==> src/rtl/uart_rx_if.sv <==
// uart_rx_if: serial line input plus received-byte outputs of the UART receiver.
// The master side is the receiver. It samples rx and drives rcv/data/err/busy.
// The slave side is whoever owns the pin and consumes received bytes.
interface uart_rx_if;
  logic       rx;
  logic       rcv;
  logic [7:0] data;
  logic       err;
  logic       busy;

  modport master (input rx, output rcv, output data, output err, output busy);
  modport slave  (output rx, input rcv, input data, input err, input busy);
endinterface

==> src/rtl/uart_rx.sv <==
// uart_rx: 8N1 asynchronous receiver producing parallel bytes, a one-cycle rcv strobe and a framing-error strobe.
// Latency: pin edge + 2 (sync) + CPB/2 + 9*CPB + 1 clocks to rcv; data updates on the same edge as rcv.
// Backpressure: none; the consumer must take each byte during its rcv pulse, because the next good byte overwrites data.
module uart_rx #(
  parameter int clockRate = 12_000_000,
  parameter int baudRate  = 115200
) (
  input  logic     clk,
  input  logic     reset,
  uart_rx_if.master line
);

  localparam int CPB = clockRate / baudRate;
  // Counter holds at most CPB-1. The guard keeps the width legal so the CPB check below is what reports.
  localparam int CW  = (CPB > 2) ? $clog2(CPB) : 1;
  localparam logic [CW-1:0] HALF_LOAD = CW'((CPB / 2 > 0) ? (CPB / 2 - 1) : 0);
  localparam logic [CW-1:0] FULL_LOAD = CW'((CPB > 0) ? (CPB - 1) : 0);

  if (CPB < 2) begin : g_cpb_check
    $error("uart_rx: clockRate/baudRate must be at least 2 clocks per bit");
  end

  typedef enum logic [2:0] {
    IDLE     = 3'd0,
    START    = 3'd1,
    DATA     = 3'd2,
    STOP     = 3'd3,
    WAITHIGH = 3'd4
  } state_t;

  // Synchronizer and edge-detect state.
  logic [1:0] sync_q;
  logic       rxs;
  logic       rxs_prev;
  // Marks the sync stages that hold real pin samples instead of reset values.
  logic [1:0] seeded;
  // Set once the pin has really been seen high since reset. A line that is low out of reset cannot start a frame.
  logic       armed;
  logic       start_edge;

  // Frame state.
  state_t          state, state_nxt;
  logic [CW-1:0]   cnt, cnt_nxt;
  logic [2:0]      idx, idx_nxt;
  logic [7:0]      shreg, shreg_nxt;
  logic            rcv_nxt, err_nxt;

  // Output registers.
  logic            rcv_q, err_q;
  logic [7:0]      data_q;

  assign rxs        = sync_q[1];
  assign start_edge = armed & rxs_prev & ~rxs;

  // Two-flop synchronizer, previous-sample flop and the arming flag for the start detector.
  always_ff @(posedge clk) begin
    if (!reset) begin
      sync_q   <= 2'b11;
      rxs_prev <= 1'b1;
      seeded   <= 2'b00;
      armed    <= 1'b0;
    end else begin
      sync_q   <= {sync_q[0], line.rx};
      rxs_prev <= rxs;
      seeded   <= {seeded[0], 1'b1};
      armed    <= armed | (seeded[1] & rxs);
    end
  end

  // FSM state, bit counter, bit index and shift register.
  always_ff @(posedge clk) begin
    if (!reset) begin
      state <= IDLE;
      cnt   <= '0;
      idx   <= '0;
      shreg <= '0;
    end else begin
      state <= state_nxt;
      cnt   <= cnt_nxt;
      idx   <= idx_nxt;
      shreg <= shreg_nxt;
    end
  end

  // Next state: centre-of-bit sampling driven by a down-counter reloaded once per bit.
  always_comb begin
    state_nxt = state;
    cnt_nxt   = cnt;
    idx_nxt   = idx;
    shreg_nxt = shreg;
    rcv_nxt   = 1'b0;
    err_nxt   = 1'b0;
    case (state)
      IDLE: begin
        if (start_edge) begin
          state_nxt = START;
          cnt_nxt   = HALF_LOAD;
        end
      end
      START: begin
        if (cnt == '0) begin
          if (rxs) begin
            // The line went back high by mid start bit, so treat it as a glitch.
            state_nxt = IDLE;
          end else begin
            state_nxt = DATA;
            idx_nxt   = 3'd0;
            cnt_nxt   = FULL_LOAD;
          end
        end else begin
          cnt_nxt = cnt - 1'b1;
        end
      end
      DATA: begin
        if (cnt == '0) begin
          // LSB arrives first. Shift right so bit 0 ends up in shreg[0] after eight samples.
          shreg_nxt = {rxs, shreg[7:1]};
          cnt_nxt   = FULL_LOAD;
          if (idx == 3'd7) begin
            state_nxt = STOP;
          end else begin
            idx_nxt = idx + 3'd1;
          end
        end else begin
          cnt_nxt = cnt - 1'b1;
        end
      end
      STOP: begin
        if (cnt == '0) begin
          if (rxs) begin
            rcv_nxt   = 1'b1;
            state_nxt = IDLE;
          end else begin
            err_nxt   = 1'b1;
            state_nxt = WAITHIGH;
          end
        end else begin
          cnt_nxt = cnt - 1'b1;
        end
      end
      WAITHIGH: begin
        // Wait here for the line to go high again, so a held break reports only one error.
        if (rxs) begin
          state_nxt = IDLE;
        end
      end
      default: begin
        state_nxt = IDLE;
      end
    endcase
  end

  // Registered strobes. data only loads on a good stop bit.
  always_ff @(posedge clk) begin
    if (!reset) begin
      rcv_q  <= 1'b0;
      err_q  <= 1'b0;
      data_q <= 8'h00;
    end else begin
      rcv_q <= rcv_nxt;
      err_q <= err_nxt;
      if (rcv_nxt) begin
        data_q <= shreg;
      end
    end
  end

  assign line.rcv  = rcv_q;
  assign line.err  = err_q;
  assign line.data = data_q;
  assign line.busy = (state != IDLE);

endmodule

==> src/flat_wrapper.sv <==
// flat-port wrapper written by rule: the top's interface ports become plain ports
module uart_rx_flat 
#(
  parameter int clockRate = 12_000_000,
  parameter int baudRate  = 115200
)
  (clk, reset, line_rx, line_rcv, line_data, line_err, line_busy);
  uart_rx_if line_i ();
  input  logic clk;
  input  logic reset;
  input wire logic [$bits(line_i.rx)-1:0] line_rx;
  output wire logic [$bits(line_i.rcv)-1:0] line_rcv;
  output wire logic [$bits(line_i.data)-1:0] line_data;
  output wire logic [$bits(line_i.err)-1:0] line_err;
  output wire logic [$bits(line_i.busy)-1:0] line_busy;
  assign line_i.rx = line_rx;
  assign line_rcv = line_i.rcv;
  assign line_data = line_i.data;
  assign line_err = line_i.err;
  assign line_busy = line_i.busy;
  uart_rx #(.clockRate(clockRate), .baudRate(baudRate)) u_core (.clk(clk), .reset(reset), .line(line_i));
endmodule
==> config.mk <==
export PLATFORM = sky130hd
export DESIGN_NAME = uart_rx_flat
export DESIGN_NICKNAME = d
export VERILOG_FILES = /design/src/rtl/uart_rx_if.sv /design/src/rtl/uart_rx.sv /design/src/flat_wrapper.sv
export SDC_FILE = /design/constraint.sdc
export NUM_CORES = 1
export LEC_CHECK = 0
export BUFFER_PORTS_ARGS = -buffer_cell sky130_fd_sc_hd__buf_2
export CAP_MARGIN = 10
export CORE_MARGIN = 1.5
export CORE_UTILIZATION = 55
export CTS_BUF_LIST = sky130_fd_sc_hd__clkbuf_4 sky130_fd_sc_hd__clkbuf_8
export CTS_CLUSTER_DIAMETER = 120
export DETAILED_ROUTE_END_ITERATION = 8
export PLACE_DENSITY = 0.74
export SLEW_MARGIN = 5
export SYNTH_ARGS = -nofsm -noshare
export SYNTH_HDL_FRONTEND = slang
export SYNTH_SLANG_ARGS = --single-unit
==> constraint.sdc <==
create_clock -name clk -period 4.49 [get_ports clk]
set_input_delay 0 -clock clk [delete_from_list [all_inputs] [get_ports clk]]
set_output_delay 0 -clock clk [all_outputs]
set_load 0.05 [all_outputs]
==> results of run 1 <==
-- final timing paths --
kind | end | slack [ns] | cells past startpoint
setup / recovery | u_core.line.data[4] | 2.02 | 6
hold / removal | u_core.sync_q[1] | 0.43 | 1
setup reg to reg | u_core.line.data[4] | 2.02 | 6
hold reg to reg | u_core.sync_q[1] | 0.43 | 1
-- state kept, by name, summed over array words and instances, names as in the netlist --
| name | cells |
|---|---|
| u_core.line.rcv | 1 |
| u_core.idx | 3 |
| u_core.shreg | 8 |
| u_core.state | 3 |
| u_core.cnt | 7 |
| u_core.line.data | 8 |
| u_core.seeded | 2 |
| u_core.line.err | 1 |
| u_core.rxs_prev | 1 |
| u_core.armed | 1 |
| u_core.sync_q | 2 |
-- cell usage in the layout (no fill, tap or decap), types with 4 or more instances in the layout --
cell / n
a21oi_1: 7
and2_1: 4
buf_2: 13
clkbuf_4: 7
dfxtp_1: 37
inv_1: 4
mux2i_1: 18
nand2_1: 7
nand2b_1: 5
nand3_1: 5
nor2_1: 26
nor3b_1: 5
o21ai_0: 4
-- per-layer routing --
metal,vias to the layer above,share of wire [%],global-route usage [%]
li1,636,-,-
met1,584,46,24.3
met2,24,48,33.3
met3,5,3.5,6.12
met4,0,1.7,7.97
met5,-,0,0
-- cell type report --
type	count	area, sq um	area share [%]
Clock inverter	1	7.51	0.422
Tap cell	31	38.8	2.18
Clock buffer	7	52.6	2.95
Sequential cell	37	741	41.6
Multi-Input combinational cell	120	827	46.5
Timing Repair Buffer	16	95.1	5.34
Inverter	5	18.8	1.05
-- through the flow --
step	power (mW)	worst slack [ns]	hold slack, ns
2_1_floorplan	0.371	2.80	0.0277
3_3_place_gp	0.375	2.20	0.184
3_5_place_dp	0.376	2.11	0.191
4_1_cts	0.559	2.04	0.432
5_1_grt	0.575	1.77	0.445
6_report	0.553	2.02	0.429
-- power by group through the flow --
stage | Clock, mW | Combinational [mW] | Sequential, mW
global route | 0.199 | 0.0378 | 0.338
global placement | 0 | 0.0305 | 0.345
finish | 0.182 | 0.0338 | 0.337
CTS | 0.189 | 0.0335 | 0.337
floorplan | 0 | 0.0285 | 0.343
detailed placement | 0 | 0.0315 | 0.345
-- kinds of logic after synthesis --
kind of cell	count (synthesis)	share of synthesized area, %
mux	18	11.0
compound gates	32	14.5
simple gates	66	22.2
buf+inv	15	4.13
xor+xnor	1	0.536
fa+ha+maj	3	2.30
flops	37	45.3
-- timing repair --
item	CTS	global route
setup buffers	0	0
hold endpoints to repair	3	0
hold buffers	3	0
-- worst reg2reg max path, stage by stage (launching register included) --
cell,delay [ns]
dfxtp_1,0.33
inv_1,0.10
ha_1,0.24
nor2b_1,0.62
nand4_1,0.64
mux2i_1,0.37
nor2_1,0.06
==> flow_metrics.py, run 1 <==
metrics = {
    "sta": {
        "fin_crit_ns": 2.47,
        "skew_ns": 0.0125,
        "period_share_pct": 55.1,
        "hold_viol_final": 0,
        "slew_headroom_pct": 51.8,
        "tightest_slew_ns": 0.722,
        "setup_viol": 0,
        "rsz0062_at_grt": "no",
        "clock.fmax_ghz": 0.404,
        "setup-tns-final_ns": 0,
        "drv_slew": 0,
    },
    "min_path": {
        "hold_start": "u_core.sync_q[0]",
        "holdCritPathClass": "reg -> reg",
    },
    "logic_synthesis": {
        "yosysTopAreaCellShare_pct": 45.3,
        "ys_types": 45,
        "ys.flop_type": "dfxtp_1",
        "synth_edf_count": 0,
        "synth_seq_cells": 37,
        "avgSynthCellArea_sq_um": 9.51,
        "synth_cells": 172,
        "synthTopCellsByCount": "dfxtp_1, nor2_1, mux2i_1, a21oi_1, nand2_1",
        "synth-seq-area-share_pct": 45.3,
        "syn_area_sq_mm": 0.00164,
        "synth_nets": 178,
        "synth-async-reset-ratio_pct": 0,
        "yosys_warnings": 0,
        "synth_area_leaders": "dfxtp_1, mux2i_1, nor2_1",
        "synth_most_common_cell": "dfxtp_1",
        "synth_area_leader_cell": "dfxtp_1",
    },
    "routing": {
        "ant_nets": 0,
        "first_iter_violations": 42,
        "drt-pass1-iter-count": 4,
        "viasPerCell": 5.76,
        "post_drt_wl_per_cell_um": 13.8,
        "via_count": 1249,
        "drt_wl_total_um": 3000,
        "drc": 0,
    },
    "setup_path": {
        "critical_path_buf_inv_count": 1,
        "slowest_delay_ns": 0.64,
        "worst_setup_path_end_kind": "flop",
        "cp-start-kind": "flop",
        "cp_slowest_cell": "nand4_1",
        "required_ns": 4.70,
        "path_delay_family": "simple AND/OR/NAND/NOR gates",
        "path_class": "reg -> reg",
        "r2r-start": "u_core.cnt[1]",
        "critPathLaunch": "u_core.cnt[1]",
        "cp_max_fo": 10,
        "path_cells": "inv_1 > ha_1 > nor2b_1 > nand4_1 > mux2i_1 > nor2_1",
        "critPathArrivalTime_ns": 2.69,
    },
    "die": {
        "num_io_pins": 14,
        "num_rows": 19,
        "dieWidth_um": 57.5,
        "initial_utilization_pct": 58.8,
        "fp.dieH_um": 57.5,
        "dieArea_sq_mm": 0.00331,
        "design.core.area_sq_mm": 0.00278,
    },
    "cells_and_area": {
        "postLayoutCoreUtil_pct": 64.0,
        "fin_area_sq_mm": 0.00178,
        "fill_cells": 247,
        "syn2layout_area_growth_pct": 8.88,
        "diodes": 0,
        "final_nets": 191,
        "final_cells": 217,
        "drive_gt1_share_pct": 15.6,
    },
    "power_and_ir_drop": {
        "seq_power_share_pct": 61.0,
        "powerDensity_mw_per_mm2": 311,
        "power_frac_comb_pct": 6.1,
        "internal-power_mw": 0.420,
        "sw_frac_of_total_pct": 24.1,
        "peakVddDrop_mv": 0.290,
        "p_sw_mw": 0.133,
        "clkPwrFrac_pct": 32.9,
        "p_leak_nw": 0.824,
    },
    "clocking": {
        "cts_root_buf": "clkbuf_4",
        "cts_tree": "yes",
        "cts_made_buffers": 5,
        "ctsLongestPathBuffers": 2,
        "path_clk_slew_ns": 0.10,
        "cts_resized": 0,
        "htree_levels": 2,
        "clk_latency_ns": 0.34,
        "clkSinkCount": 37,
    },
    "outcome": {
        "run_status": "finished, final reports clean",
    },
    "place": {
        "placed_area_sq_mm": 0.00169,
        "gp_congestion": 0.826,
        "numPortBuffers": 13,
        "dp_cells": 206,
        "dpl.hpwl_um": 2010,
    },
    "flow_run": {
        "drv_cap": 0,
    },
    "grt": {
        "grt_overflow": 0,
        "grt_usage_pct": 20.1,
        "grt_pass1_vias": 1175,
        "grt_max_degree": 27,
        "grt_pass1_wl_um": 5050,
        "antenna_found_initial": 0,
    },
}
Note: power is estimated with default switching activity, not from simulation.
==> run 2: changes to the inputs <==
--- a/config.mk
+++ b/config.mk
@@ -5,6 +5,7 @@
 export SDC_FILE = /design/constraint.sdc
 export NUM_CORES = 1
 export LEC_CHECK = 0
+export ABC_AREA = 1
 export BUFFER_PORTS_ARGS = -buffer_cell sky130_fd_sc_hd__buf_2
 export CAP_MARGIN = 10
 export CORE_MARGIN = 1.5
==> constraint.sdc (replaced) <==
create_clock -name clk -period 2.35 [get_ports clk]
set_input_delay 0 -clock clk [delete_from_list [all_inputs] [get_ports clk]]
set_output_delay 0 -clock clk [all_outputs]
set_load 0.05 [all_outputs]
==> run 2 against run 1 <==
Net effect:
- fmax increased by 56%
- largest power group is now combinational cells
- critical path depth rose by 3
- sequential power grew to 2.6 times the previous value
==> flow_metrics.py, run 2 <==
metrics = {
    "outcome": {
        "run_status": "finished, final reports clean",
    },
    "setup_path": {
        "required_ns": 2.58,
        "cp_max_fo": 10,
        "critPathArrivalTime_ns": 1.82,
        "path_cells": "inv_1 > ha_1 > nand2_1 > nor2_2 > nand2_2 > nor2_4 > inv_1 > nor2_1 > nor2_1",
        "reg2reg_slack_ns": 0.76,
        "worst_setup_path_end_kind": "flop",
        "cp-start-kind": "flop",
        "slowest_delay_ns": 0.35,
        "reg2reg_to": "u_core.shreg[4]",
        "cp_slowest_cell": "dfxtp_1",
        "path_class": "reg -> reg",
        "reg2reg_depth": 9,
        "r2r-start": "u_core.cnt[0]",
    },
    "min_path": {
        "whs_endpoint": "u_core.seeded[0]",
        "holdCritPathClass": "in -> reg",
        "hold_path_depth": 1,
        "hold_start": "reset",
    },
    "sta": {
        "fin_crit_ns": 1.59,
        "period_share_pct": 67.7,
        "hold_viol_final": 0,
        "skew_ns": 0.00924,
        "setup-tns-final_ns": 0,
        "setup_viol": 0,
        "slew_headroom_pct": 71.1,
        "drv_slew": 0,
        "layout_setup_ws_ns": 0.760,
        "timing.hold.ws_ns": 0.0410,
        "tightest_slew_ns": 0.431,
        "rsz0062_at_grt": "no",
        "clock.fmax_ghz": 0.629,
    },
    "cells_and_area": {
        "final_common_cell": "nand2_1",
        "drive_gt1_share_pct": 17.4,
        "diodes": 0,
        "postLayoutCoreUtil_pct": 64.6,
        "syn2layout_area_growth_pct": 9.36,
        "layout_common_cells": "nand2_1, nor2_1, dfxtp_1",
        "final_cells": 284,
        "final_nets": 259,
        "multi_input_area_sq_um": 779,
        "fin_area_sq_mm": 0.00181,
        "fill_cells": 265,
        "regArea_sq_um": 741,
    },
    "routing": {
        "post_drt_wl_per_cell_um": 10.4,
        "drc": 0,
        "viasPerCell": 4.92,
        "drt-pass1-iter-count": 6,
        "via_count": 1396,
        "first_iter_violations": 47,
        "ant_nets": 0,
        "drt_wl_total_um": 2950,
    },
    "clocking": {
        "ctsLongestPathBuffers": 2,
        "postCtsSetupBuffers": 0,
        "cts_made_buffers": 5,
        "ctsHoldBuffers": 1,
        "cts_resized": 0,
        "clkSinkCount": 37,
        "htree_levels": 2,
        "cts_root_buf": "clkbuf_4",
        "path_clk_slew_ns": 0.10,
        "cts_tree": "yes",
        "clk_latency_ns": 0.33,
    },
    "logic_synthesis": {
        "synth_most_common_cell": "nand2_1",
        "synth_area_leaders": "dfxtp_1, nand2_1, nor2_1",
        "yosysTopAreaCellShare_pct": 44.7,
        "yosys_warnings": 0,
        "synth_cells": 236,
        "avgSynthCellArea_sq_um": 7.02,
        "ys.flop_type": "dfxtp_1",
        "synth_seq_cells": 37,
        "synth_edf_count": 0,
        "synth-seq-area-share_pct": 44.7,
        "synth-async-reset-ratio_pct": 0,
        "syn_area_sq_mm": 0.00166,
        "synth_area_leader_cell": "dfxtp_1",
        "ys_types": 22,
        "synthTopCellsByCount": "nand2_1, nor2_1, dfxtp_1, inv_1, a21oi_1",
        "synth_nets": 242,
    },
    "power_and_ir_drop": {
        "powerDensity_mw_per_mm2": 1350,
        "power_mw": 2.45,
        "p_leak_nw": 0.884,
        "peakVddDrop_mv": 0.836,
    },
    "grt": {
        "grt_usage_pct": 19.8,
        "grt_overflow": 0,
        "antenna_found_initial": 0,
        "grt_pass1_vias": 1224,
        "grt_max_degree": 28,
        "grt_pass1_wl_um": 5070,
    },
    "place": {
        "numPortBuffers": 13,
        "dpl.hpwl_um": 2120,
        "dp_cells": 276,
        "pre_cts_ws_ns": 0.780,
        "gp_congestion": 0.815,
        "placed_area_sq_mm": 0.00174,
    },
    "die": {
        "initial_utilization_pct": 59.1,
        "fp.dieH_um": 57.9,
        "num_rows": 19,
        "num_io_pins": 14,
        "dieArea_sq_mm": 0.00335,
        "design.core.area_sq_mm": 0.00281,
        "dieWidth_um": 57.9,
    },
    "flow_run": {
        "drv_cap": 0,
    },
}
run 2: cell types whose count changed after synthesis, sizes merged, moves of 6 or more:
| cell | change |
|---|---|
| a21oi | +12 |
| inv | +27 |
| mux2i | -18 |
| nand2 | +53 |
| nand3 | +6 |
| nor2 | +19 |
| o21ai | +14 |
run 2: worst max-delay path by stage:
stage	end	start	slack, ns	depth (start not counted)
floorplan	u_core.shreg[0]	u_core.cnt[0]	0.96	9
global placement	u_core.shreg[4]	u_core.cnt[0]	0.85	9
detailed placement	u_core.shreg[4]	u_core.cnt[0]	0.78	9
CTS	u_core.shreg[4]	u_core.cnt[0]	0.76	9
global route	u_core.shreg[1]	u_core.cnt[0]	0.59	9
finish	u_core.shreg[4]	u_core.cnt[0]	0.76	9
run 2: where the power goes:
| part | internal (mW) | switching [mW] |
|---|---|---|
| combinational | 0.406 | 0.824 |
| clock | 0.153 | 0.188 |
| sequential | 0.764 | 0.119 |
run 2: worst max-delay path, delay by kind of cell (launching register included):
kind	cells	cell delay (ns)
fa+ha+maj	1	0.17
buf+inv	2	0.21
flops	1	0.35
simple gates	6	0.76
run 2: area by class of cell:
type / count / share of cell area, %
Clock buffer: 7 / 3.24
Multi-Input combinational cell: 163 / 43.0
Sequential cell: 37 / 40.9
Timing Repair Buffer: 14 / 4.14
Inverter: 32 / 6.63
Tap cell: 31 / 2.14
run 2: logic make-up after synthesis:
logic type	share of synthesized area, %
buf+inv	8.30
flops	44.7
fa+ha+maj	2.26
simple gates	33.1
compound gates	11.7
run 2: per-layer routing:
| layer | track usage (%) | wire [um] |
|---|---|---|
| met1 | 26.7 | 1550 |
| met2 | 30.7 | 1290 |
| met5 | 0 | 0 |
| met4 | 7.97 | 44 |
| met3 | 4.69 | 67 |
